## config.mk

```make
export PLATFORM = sky130hd
export DESIGN_NAME = reg_pair_unit
export DESIGN_NICKNAME = d
export VERILOG_FILES = /design/src/rtl/reg_pair_unit.sv
export SDC_FILE = /design/constraint.sdc
export NUM_CORES = 1
export LEC_CHECK = 0
export ABC_AREA = 1
export ABC_CLOCK_PERIOD_IN_PS = 1200
export CORE_MARGIN = 10
export CORE_UTILIZATION = 29
export DETAILED_ROUTE_END_ITERATION = 7
export PLACE_DENSITY = 0.65
export SYNTH_ARGS = -nofsm -noshare
export SYNTH_HDL_FRONTEND = slang
export SYNTH_SLANG_ARGS = --single-unit
```

## constraint.sdc

```tcl
create_clock -name i_clk -period 1.2 [get_ports i_clk]
set_clock_uncertainty 0.05 [all_clocks]
set_input_delay 0.36 -clock i_clk [delete_from_list [all_inputs] [get_ports i_clk]]
set_output_delay 0.36 -clock i_clk [all_outputs]
set_load 0.02 [all_outputs]
```

## src/rtl/reg_pair_unit.sv

```systemverilog
`default_nettype none
// ============================================================================
//  Module   : reg_pair_unit
//  Purpose  : A:B register pair for shift-and-add style datapaths. A loads
//             from a sum bus or clears. B loads an operand. The pair
//             right-shifts as one 2*WIDTH register. A shift counter tracks
//             progress. It raises Done after WIDTH shifts and flags extra
//             shift requests as a sticky Overrun.
//  Revision : 1.0  initial release
// ============================================================================
module reg_pair_unit #(
    parameter  int WIDTH = 8,
    localparam int CW    = $clog2(WIDTH + 1)
) (
    input  logic             i_clk,
    input  logic             i_rst_n,
    input  logic             i_clr_a,
    input  logic             i_ld_a,
    input  logic             i_ld_b,
    input  logic             i_shift_en,
    input  logic             i_arith,
    input  logic             i_shift_in,
    input  logic [WIDTH-1:0] i_sum,
    input  logic [WIDTH-1:0] i_s,
    output logic [WIDTH-1:0] o_a,
    output logic [WIDTH-1:0] o_b,
    output logic             o_b_out,
    output logic [CW-1:0]    o_shift_cnt,
    output logic             o_last,
    output logic             o_done,
    output logic             o_overrun
);

    // Counter values that mark the control states. IDLE is a count of 0,
    // SHIFTING is 1..WIDTH-1 and DONE is WIDTH. No separate state register is
    // kept, so the state and the counter can never disagree.
    localparam logic [CW-1:0] C_CNT_LAST = CW'(WIDTH - 1);
    localparam logic [CW-1:0] C_CNT_DONE = CW'(WIDTH);
    localparam logic [CW-1:0] C_CNT_ONE  = CW'(1);

    logic [WIDTH-1:0] r_a;
    logic [WIDTH-1:0] r_b;
    logic [CW-1:0]    r_cnt;
    logic             r_overrun;

    logic             w_done;
    logic             w_any_load;
    logic             w_shift;
    logic             w_overrun_set;
    logic             w_fill;

    // Status decodes of the shift counter.
    always_comb begin
        w_done = (r_cnt == C_CNT_DONE);
        o_last = (r_cnt == C_CNT_LAST);
    end

    // A load or clear on either register blocks the shift for the whole pair.
    // A pair that shifted only partly would corrupt the product alignment.
    always_comb begin
        w_any_load    = i_clr_a | i_ld_a | i_ld_b;
        w_shift       = i_shift_en & ~w_any_load & ~w_done;
        w_overrun_set = i_shift_en & ~w_any_load & w_done;
        w_fill        = i_arith ? r_a[WIDTH-1] : i_shift_in;
    end

    // Register A: the clear wins over the load, and the load wins over the shift.
    always_ff @(posedge i_clk or negedge i_rst_n) begin
        if (!i_rst_n) begin
            r_a <= '0;
        end else if (i_clr_a) begin
            r_a <= '0;
        end else if (i_ld_a) begin
            r_a <= i_sum;
        end else if (w_shift) begin
            r_a <= {w_fill, r_a[WIDTH-1:1]};
        end
    end

    // Register B: the load wins over the shift. B takes the bit that drops out of A.
    always_ff @(posedge i_clk or negedge i_rst_n) begin
        if (!i_rst_n) begin
            r_b <= '0;
        end else if (i_ld_b) begin
            r_b <= i_s;
        end else if (w_shift) begin
            r_b <= {r_a[0], r_b[WIDTH-1:1]};
        end
    end

    // Shift counter: a new operand restarts it, and each taken shift advances it.
    always_ff @(posedge i_clk or negedge i_rst_n) begin
        if (!i_rst_n) begin
            r_cnt <= '0;
        end else if (i_ld_b) begin
            r_cnt <= '0;
        end else if (w_shift) begin
            r_cnt <= r_cnt + C_CNT_ONE;
        end
    end

    // Sticky overrun: set by a shift request once Done is reached, and cleared only by a new operand.
    always_ff @(posedge i_clk or negedge i_rst_n) begin
        if (!i_rst_n) begin
            r_overrun <= 1'b0;
        end else if (i_ld_b) begin
            r_overrun <= 1'b0;
        end else if (w_overrun_set) begin
            r_overrun <= 1'b1;
        end
    end

    // Drive the outputs from the registers.
    always_comb begin
        o_a         = r_a;
        o_b         = r_b;
        o_b_out     = r_b[0];
        o_shift_cnt = r_cnt;
        o_done      = w_done;
        o_overrun   = r_overrun;
    end

endmodule
`default_nettype wire
```

==> run_results.csv, run 1 <==
group,metric,value,unit
place,hpwl,2.860,mm
sta,hold_violations,0,
setup_path,crit_arrival,1.18,ns
yosys,ys_warn_count,0,
yosys,syn_area,1210,um2
sta,fmax,627.7,MHz
floorplanning,core_area,4029,um2
yosys,ys_ff_latch,21,
run,maxCapViolations,0,
power_and_ir_drop,power_density,852.7,nW/um2
grt,grt_remaining_overflow,0,
run_status,violations,"negative setup slack",
layout,layout_common_cells,"nand2_1 (56), buf_4 (40), buf_6 (33), clkdlybuf4s50_1 (19), dfrtp_1 (18)",
layout,layout_commonest_cell,"nand2_1",
layout,antenna_cells,0,
cts,cts_buffers,3,
cts,clkTransAtPathRegs,0.09,ns
grt,grt_antenna_before_repair,0,
cts,ctsHtreeMaxLevel,1,
min_path,min_path_type,"in2async",
layout,layout.nets,285,
power_and_ir_drop,irDropWorstVdd,0.0003635,V
yosys,postSynth.asyncResetShare,1.000,
sta,rsz0062_at_grt,"yes",
cts,tritoncts,"yes",
yosys,synth.avg_cell_area,7.562,um2
power_and_ir_drop,p_leak,0.001203,uW
grt,grtUsageTotal,0.1018,
setup_path,timing.critical_path.cells,"inv_2 > ha_4 > nand2_4 > nor2_4 > buf_6",
yosys,netlist_instances,160,
cts,cts_buffer_depth,2,
floorplanning,fp.dieH,84.59,um
route,wirelength,3.925,mm
yosys,synth_nets,186,
sta,setup_ws,-0.3930,ns
layout,stdcell_count,308,
sta,final.min_clock_period,1.593,ns
cts,clk_latency,0.27,ns
sta,setup_violations,43,
run_status,status,"finished with violations",
sta,slew_headroom,0.8451,
route,ant_nets,0,
place,gp_congestion,0.8072,
setup_path,cp-start-kind,"register",
grt,grt_pass1_wl,6.223,mm
route,vias_per_cell,4.474,
setup_path,path_max_fanout,3,
grt,grt_pass1_vias,1371,
route,wl_per_cell,12.74,um
floorplanning,num_rows,23,
cts,cts_root_buf,"clkbuf_8",
floorplanning,io_pins,48,
yosys,ys.flop_type,"dfrtp_1",
setup_path,cpMaxStageDelayCell,"dfrtp_2",
route,drt_iter0_markers,49,
floorplanning,fp.dieW,84.59,um
floorplanning,dieArea,7155,um2
floorplanning,initial_core_util,0.3003,
setup_path,slowest_delay,0.43,ns
yosys,synth_edf_count,0,
layout,drive_gt1_frac,0.4574,
grt,grt_max_degree,22,
setup_path,worst-setup-path-type,"reg2out",
place,dpl.cell_count,286,
cts,clkSinkCount,21,
route,vias,1378,
sta,worstMarginPinSlew,0.2317,ns
yosys,synth.distinct_cells,22,
layout,syn_to_final_growth,93.17,%
setup_path,end_kind,"output pin",
sta,slew_violations,0,
setup_path,cp_data_required_time,0.79,ns
route,drc,0,
place,io_buffers,47,
place,place_ws,-0.6262,ns
yosys,yosysSeqAreaShare,0.4343,
sta,post-route-period-util,1.328,
route,firstDrtPassIters,4,
[worst max-delay path, delay by kind of cell, from the launching register on]
family | cells | cell delay, ns
fa+ha+maj | 1 | 0.15
simple gates | 2 | 0.14
buf+inv | 2 | 0.20
flops | 1 | 0.43
[cells in the mapped netlist (2+ instances only)]
master / n / area, um2
buf_4: 3 / 22.52
buf_6: 2 / 22.52
dfrtp_1: 21 / 525.5
ha_1: 2 / 25.02
inv_1: 9 / 33.78
inv_2: 2 / 7.510
nand2_1: 65 / 244.0
nand2_4: 3 / 33.78
nand3_1: 25 / 125.1
nor2_1: 6 / 22.52
o21ai_0: 6 / 30.03
o21ai_1: 6 / 30.03
[area by class of cell]
cell class / count / area [um2]
flip-flops and latches: 21 / 529.3
inverters: 12 / 50.05
well taps: 50 / 62.56
clock buffers: 3 / 41.29
fillers: 375 / 1692
repair buffers: 98 / 922.1
multi-input cells: 123 / 726.9
clock inverters: 1 / 5.005
[timing repair]
item,CTS,global route
buffers inserted,9,7
cloned,0,3
hold endpoints to repair,0,0
pin swaps,2,6
hold buffers,0,0
endpoints found under the setup margin,45,44
gates resized for setup,146,25
[sequential cells by signal, indices dropped and copies added (netlist names)]
signal	flops
o_overrun	1
o_b	8
o_shift_cnt	4
o_a	8
[routing by layer]
layer  share of wire  global-route usage  vias up
li1                -                   -      713
met1            0.42              0.1176      630
met2            0.51              0.1709       30
met3           0.057             0.03382        5
met4           0.015             0.03593        0
met5               0                   0        -
[through the flow]
| step | hold slack [ns] | total power [uW] | TNS [ns] | util | cell area (um2) |
|---|---|---|---|---|---|
| after floorplan | 0.01441 | 1079 | -3.331 | - | 1279 |
| after global placement | 0.4187 | 1418 | -14.46 | 0.5062 | 2039 |
| after detailed placement | 0.4202 | 1426 | -15.03 | 0.5062 | 2039 |
| after CTS | 0.3753 | 1970 | -5.838 | 0.5422 | 2185 |
| after global routing | 0.4027 | 2091 | -8.566 | 0.5801 | 2337 |
| final | 0.3709 | 1993 | -6.344 | 0.5801 | 2337 |
[path summary, 6_finish.rpt]
path / startpoint / slack (ns) / depth (start not counted) / to
setup / recovery: o_shift_cnt[1] / -0.39 / 5 / o_done
setup reg to reg: o_shift_cnt[0] / -0.27 / 9 / o_a[3]
min in group i_clk: o_overrun / 0.46 / 2 / o_overrun
hold reg to reg: o_overrun / 0.46 / 2 / o_overrun
max in group asynchronous: i_rst_n / 0.56 / 2 / o_shift_cnt[1]
hold / removal: i_rst_n / 0.37 / 2 / o_b[7]
[kinds of logic (layout without fill, tap and decap cells)]
group / count (synthesis) / in the layout / share of synthesized area
buffers and inverters: 19 / 114 / 0.08376
flip-flops: 21 / 21 / 0.4343
AO/OA/AOI/OAI: 14 / 15 / 0.06929
adder cells (fa/ha/maj): 2 / 2 / 0.02068
XOR/XNOR: 1 / 1 / 0.007240
AND/OR/NAND/NOR: 103 / 105 / 0.3847
[power by group]
part / leakage [uW] / switching (uW) / internal (uW)
registers: 0.000272 / 42.1 / 764
logic: 0.000906 / 314 / 380
clock network: 0.0000255 / 261 / 232
total: 0.00120 / 617 / 1380
No activity file was read; power rests on OpenSTA's default activity.
==> inputs of run 2 (changes only) <==
--- a/config.mk
+++ b/config.mk
@@ -11,6 +11,7 @@
 export CORE_UTILIZATION = 29
 export DETAILED_ROUTE_END_ITERATION = 7
 export PLACE_DENSITY = 0.65
+export SETUP_SLACK_MARGIN = 0.4
 export SYNTH_ARGS = -nofsm -noshare
 export SYNTH_HDL_FRONTEND = slang
 export SYNTH_SLANG_ARGS = --single-unit
==> run 2 against run 1 <==
Compared with the run above:
- the run still ends with negative setup slack left
- cell area is 0.43% lower
- critical path depth stayed put
- via count is 2.2% lower
- hold slack better by 0.0047 ns
- clock power is 2% lower
- final cell count is 1.6% lower
- highest routed layer unchanged
==> run_results.csv, run 2 (same netlist as run 1, synthesis figures left out) <==
group,metric,value,unit
cts,clkTransAtPathRegs,0.08,ns
layout,final_util,0.5776,
sta,setup_violations,45,
layout,seq_area,549.3,um2
cts,clk_latency,0.26,ns
floorplanning,fp.dieW,84.59,um
layout,antenna_cells,0,
place,post_dp_cell_area,2048,um2
sta,slew_headroom,0.8424,
grt,grt_remaining_overflow,0,
setup_path,critPathLaunch,"o_shift_cnt[0]",
cts,cts_buffers,3,
route,ant_nets,0,
setup_path,worst-path-buf-inv,2,
layout,drive_gt1_frac,0.5099,
route,wl_per_cell,12.99,um
run_status,violations,"negative setup slack",
floorplanning,io_pins,48,
sta,fmax,626.6,MHz
layout,final_cell_area,2327,um2
grt,grt_pass1_vias,1401,
layout,layout.nets,280,
power_and_ir_drop,p_leak,0.001175,uW
min_path,min_path_type,"in2async",
floorplanning,dieArea,7155,um2
setup_path,slowest_delay,0.43,ns
setup_path,timing.critical_path.cells,"inv_2 > ha_4 > nand2_2 > nor2_4 > buf_6",
setup_path,worst-setup-path-type,"reg2out",
sta,final.min_clock_period,1.596,ns
cts,clkSinkCount,21,
run_status,status,"finished with violations",
floorplanning,num_rows,23,
layout,final.fill_count,381,
power_and_ir_drop,irDropWorstVdd,0.0005145,V
cts,cts_buffer_depth,2,
sta,worstMarginPinSlew,0.2364,ns
route,drt_iter0_markers,39,
cts,tritoncts,"yes",
route,firstDrtPassIters,4,
grt,grt_antenna_before_repair,0,
place,io_buffers,47,
run,maxCapViolations,0,
layout,layout_common_cells,"nand2_1 (57), buf_4 (36), buf_6 (30), clkdlybuf4s50_1 (19), dfrtp_2 (19)",
setup_path,crit_arrival,1.19,ns
setup_path,cp_data_required_time,0.79,ns
sta,rsz0062_at_grt,"yes",
sta,slew_violations,0,
layout,multi_input_area,721.9,um2
floorplanning,initial_core_util,0.3003,
setup_path,cp-start-kind,"register",
grt,grtUsageTotal,0.1060,
route,drc,0,
sta,post-route-period-util,1.330,
sta,hold_slack,0.3756,ns
cts,cts_root_buf,"clkbuf_8",
place,place_ws,-0.6154,ns
route,wirelength,3.935,mm
setup_path,cp_top_family,"flip-flops",
setup_path,path_max_fanout,3,
sta,setup-tns-final,-7.087,ns
layout,syn_to_final_growth,92.35,%
grt,grt_max_degree,24,
power_and_ir_drop,power_density,851.7,nW/um2
place,gp_congestion,0.8192,
sta,setup_ws,-0.3959,ns
layout,layout_commonest_cell,"nand2_1",
setup_path,r2r_start,"o_shift_cnt[0]",
sta,hold_violations,0,
route,vias_per_cell,4.449,
cts,ctsHtreeMaxLevel,1,
floorplanning,fp.dieH,84.59,um
route,vias,1348,
place,hpwl,2.800,mm
setup_path,end_kind,"output pin",
floorplanning,core_area,4029,um2
grt,grt_pass1_wl,6.444,mm
setup_path,cpMaxStageDelayCell,"dfrtp_2",
## run 2: changes by cell type in the layout (fill, tap and decap cells not counted), moves of 2 or more
cell,previous run,this run
dfrtp_1,18,2
dfrtp_2,3,19
buf_4,40,36
buf_6,33,30
nand2_2,9,7
## run 2: layer usage
metal,share of wire,global-route usage
met1,0.42,0.1228
met2,0.51,0.1798
met3,0.064,0.03575
met4,0.011,0.03144
met5,0,0
## run 2: report_power, final
part           total, uW  internal (uW)  switching (uW)
Sequential           818            773            45.1
Combinational        683            368             315
Clock                481            232             249
Total               1980           1370             609
## run 2: final timing paths
path,end,slack [ns],cells after the start
worst min register to register,o_overrun,0.46,2
worst max register to register,o_a[3],-0.29,10
min in group i_clk,o_overrun,0.46,2
worst min-delay path,o_b[6],0.38,2
worst max-delay path,o_done,-0.40,5
max in group asynchronous,o_overrun,0.56,2
## run 2: repair_timing
action / CTS / global route
resized for setup: 146 / 18
buffers inserted: 8 / 7
cloned: 2 / 0
pin swaps: 9 / 7
endpoints found under the setup margin: 45 / 45
hold buffers: 0 / 0
## run 2: worst reg2reg max path: stages, from the launching register on
cell and delay [ns]:
dfrtp_2 0.43, inv_2 0.09, ha_4 0.14, nand2_2 0.05, nor2_4 0.09, buf_4 0.11, buf_6 0.09, o21bai_4 0.07
buf_12 0.14, nand2_1 0.05, o21ai_1 0.06
## run 2: layout make-up
class                   count  area share
inverters                  12     0.02366
clock inverters             1    0.002151
repair buffers             94      0.3833
clock buffers               3     0.01774
multi-input cells         122      0.3102
well taps                  50     0.02688
flip-flops and latches     21      0.2360
## run 2: stage by stage
step           total power (uW)  cells
2_1_floorplan              1095    160
3_3_place_gp               1425    282
4_1_cts                    1968    296
3_5_place_dp               1436    282
5_1_grt                    2092    303
6_report                   1982    303
==> inputs of run 3 (changes only) <==
--- a/config.mk
+++ b/config.mk
@@ -6,7 +6,6 @@
 export NUM_CORES = 1
 export LEC_CHECK = 0
 export ABC_AREA = 1
-export ABC_CLOCK_PERIOD_IN_PS = 1200
 export CORE_MARGIN = 10
 export CORE_UTILIZATION = 29
 export DETAILED_ROUTE_END_ITERATION = 7
==> results of run 3 <==
Final layout, timing and power as in run 2 (identical DEF).
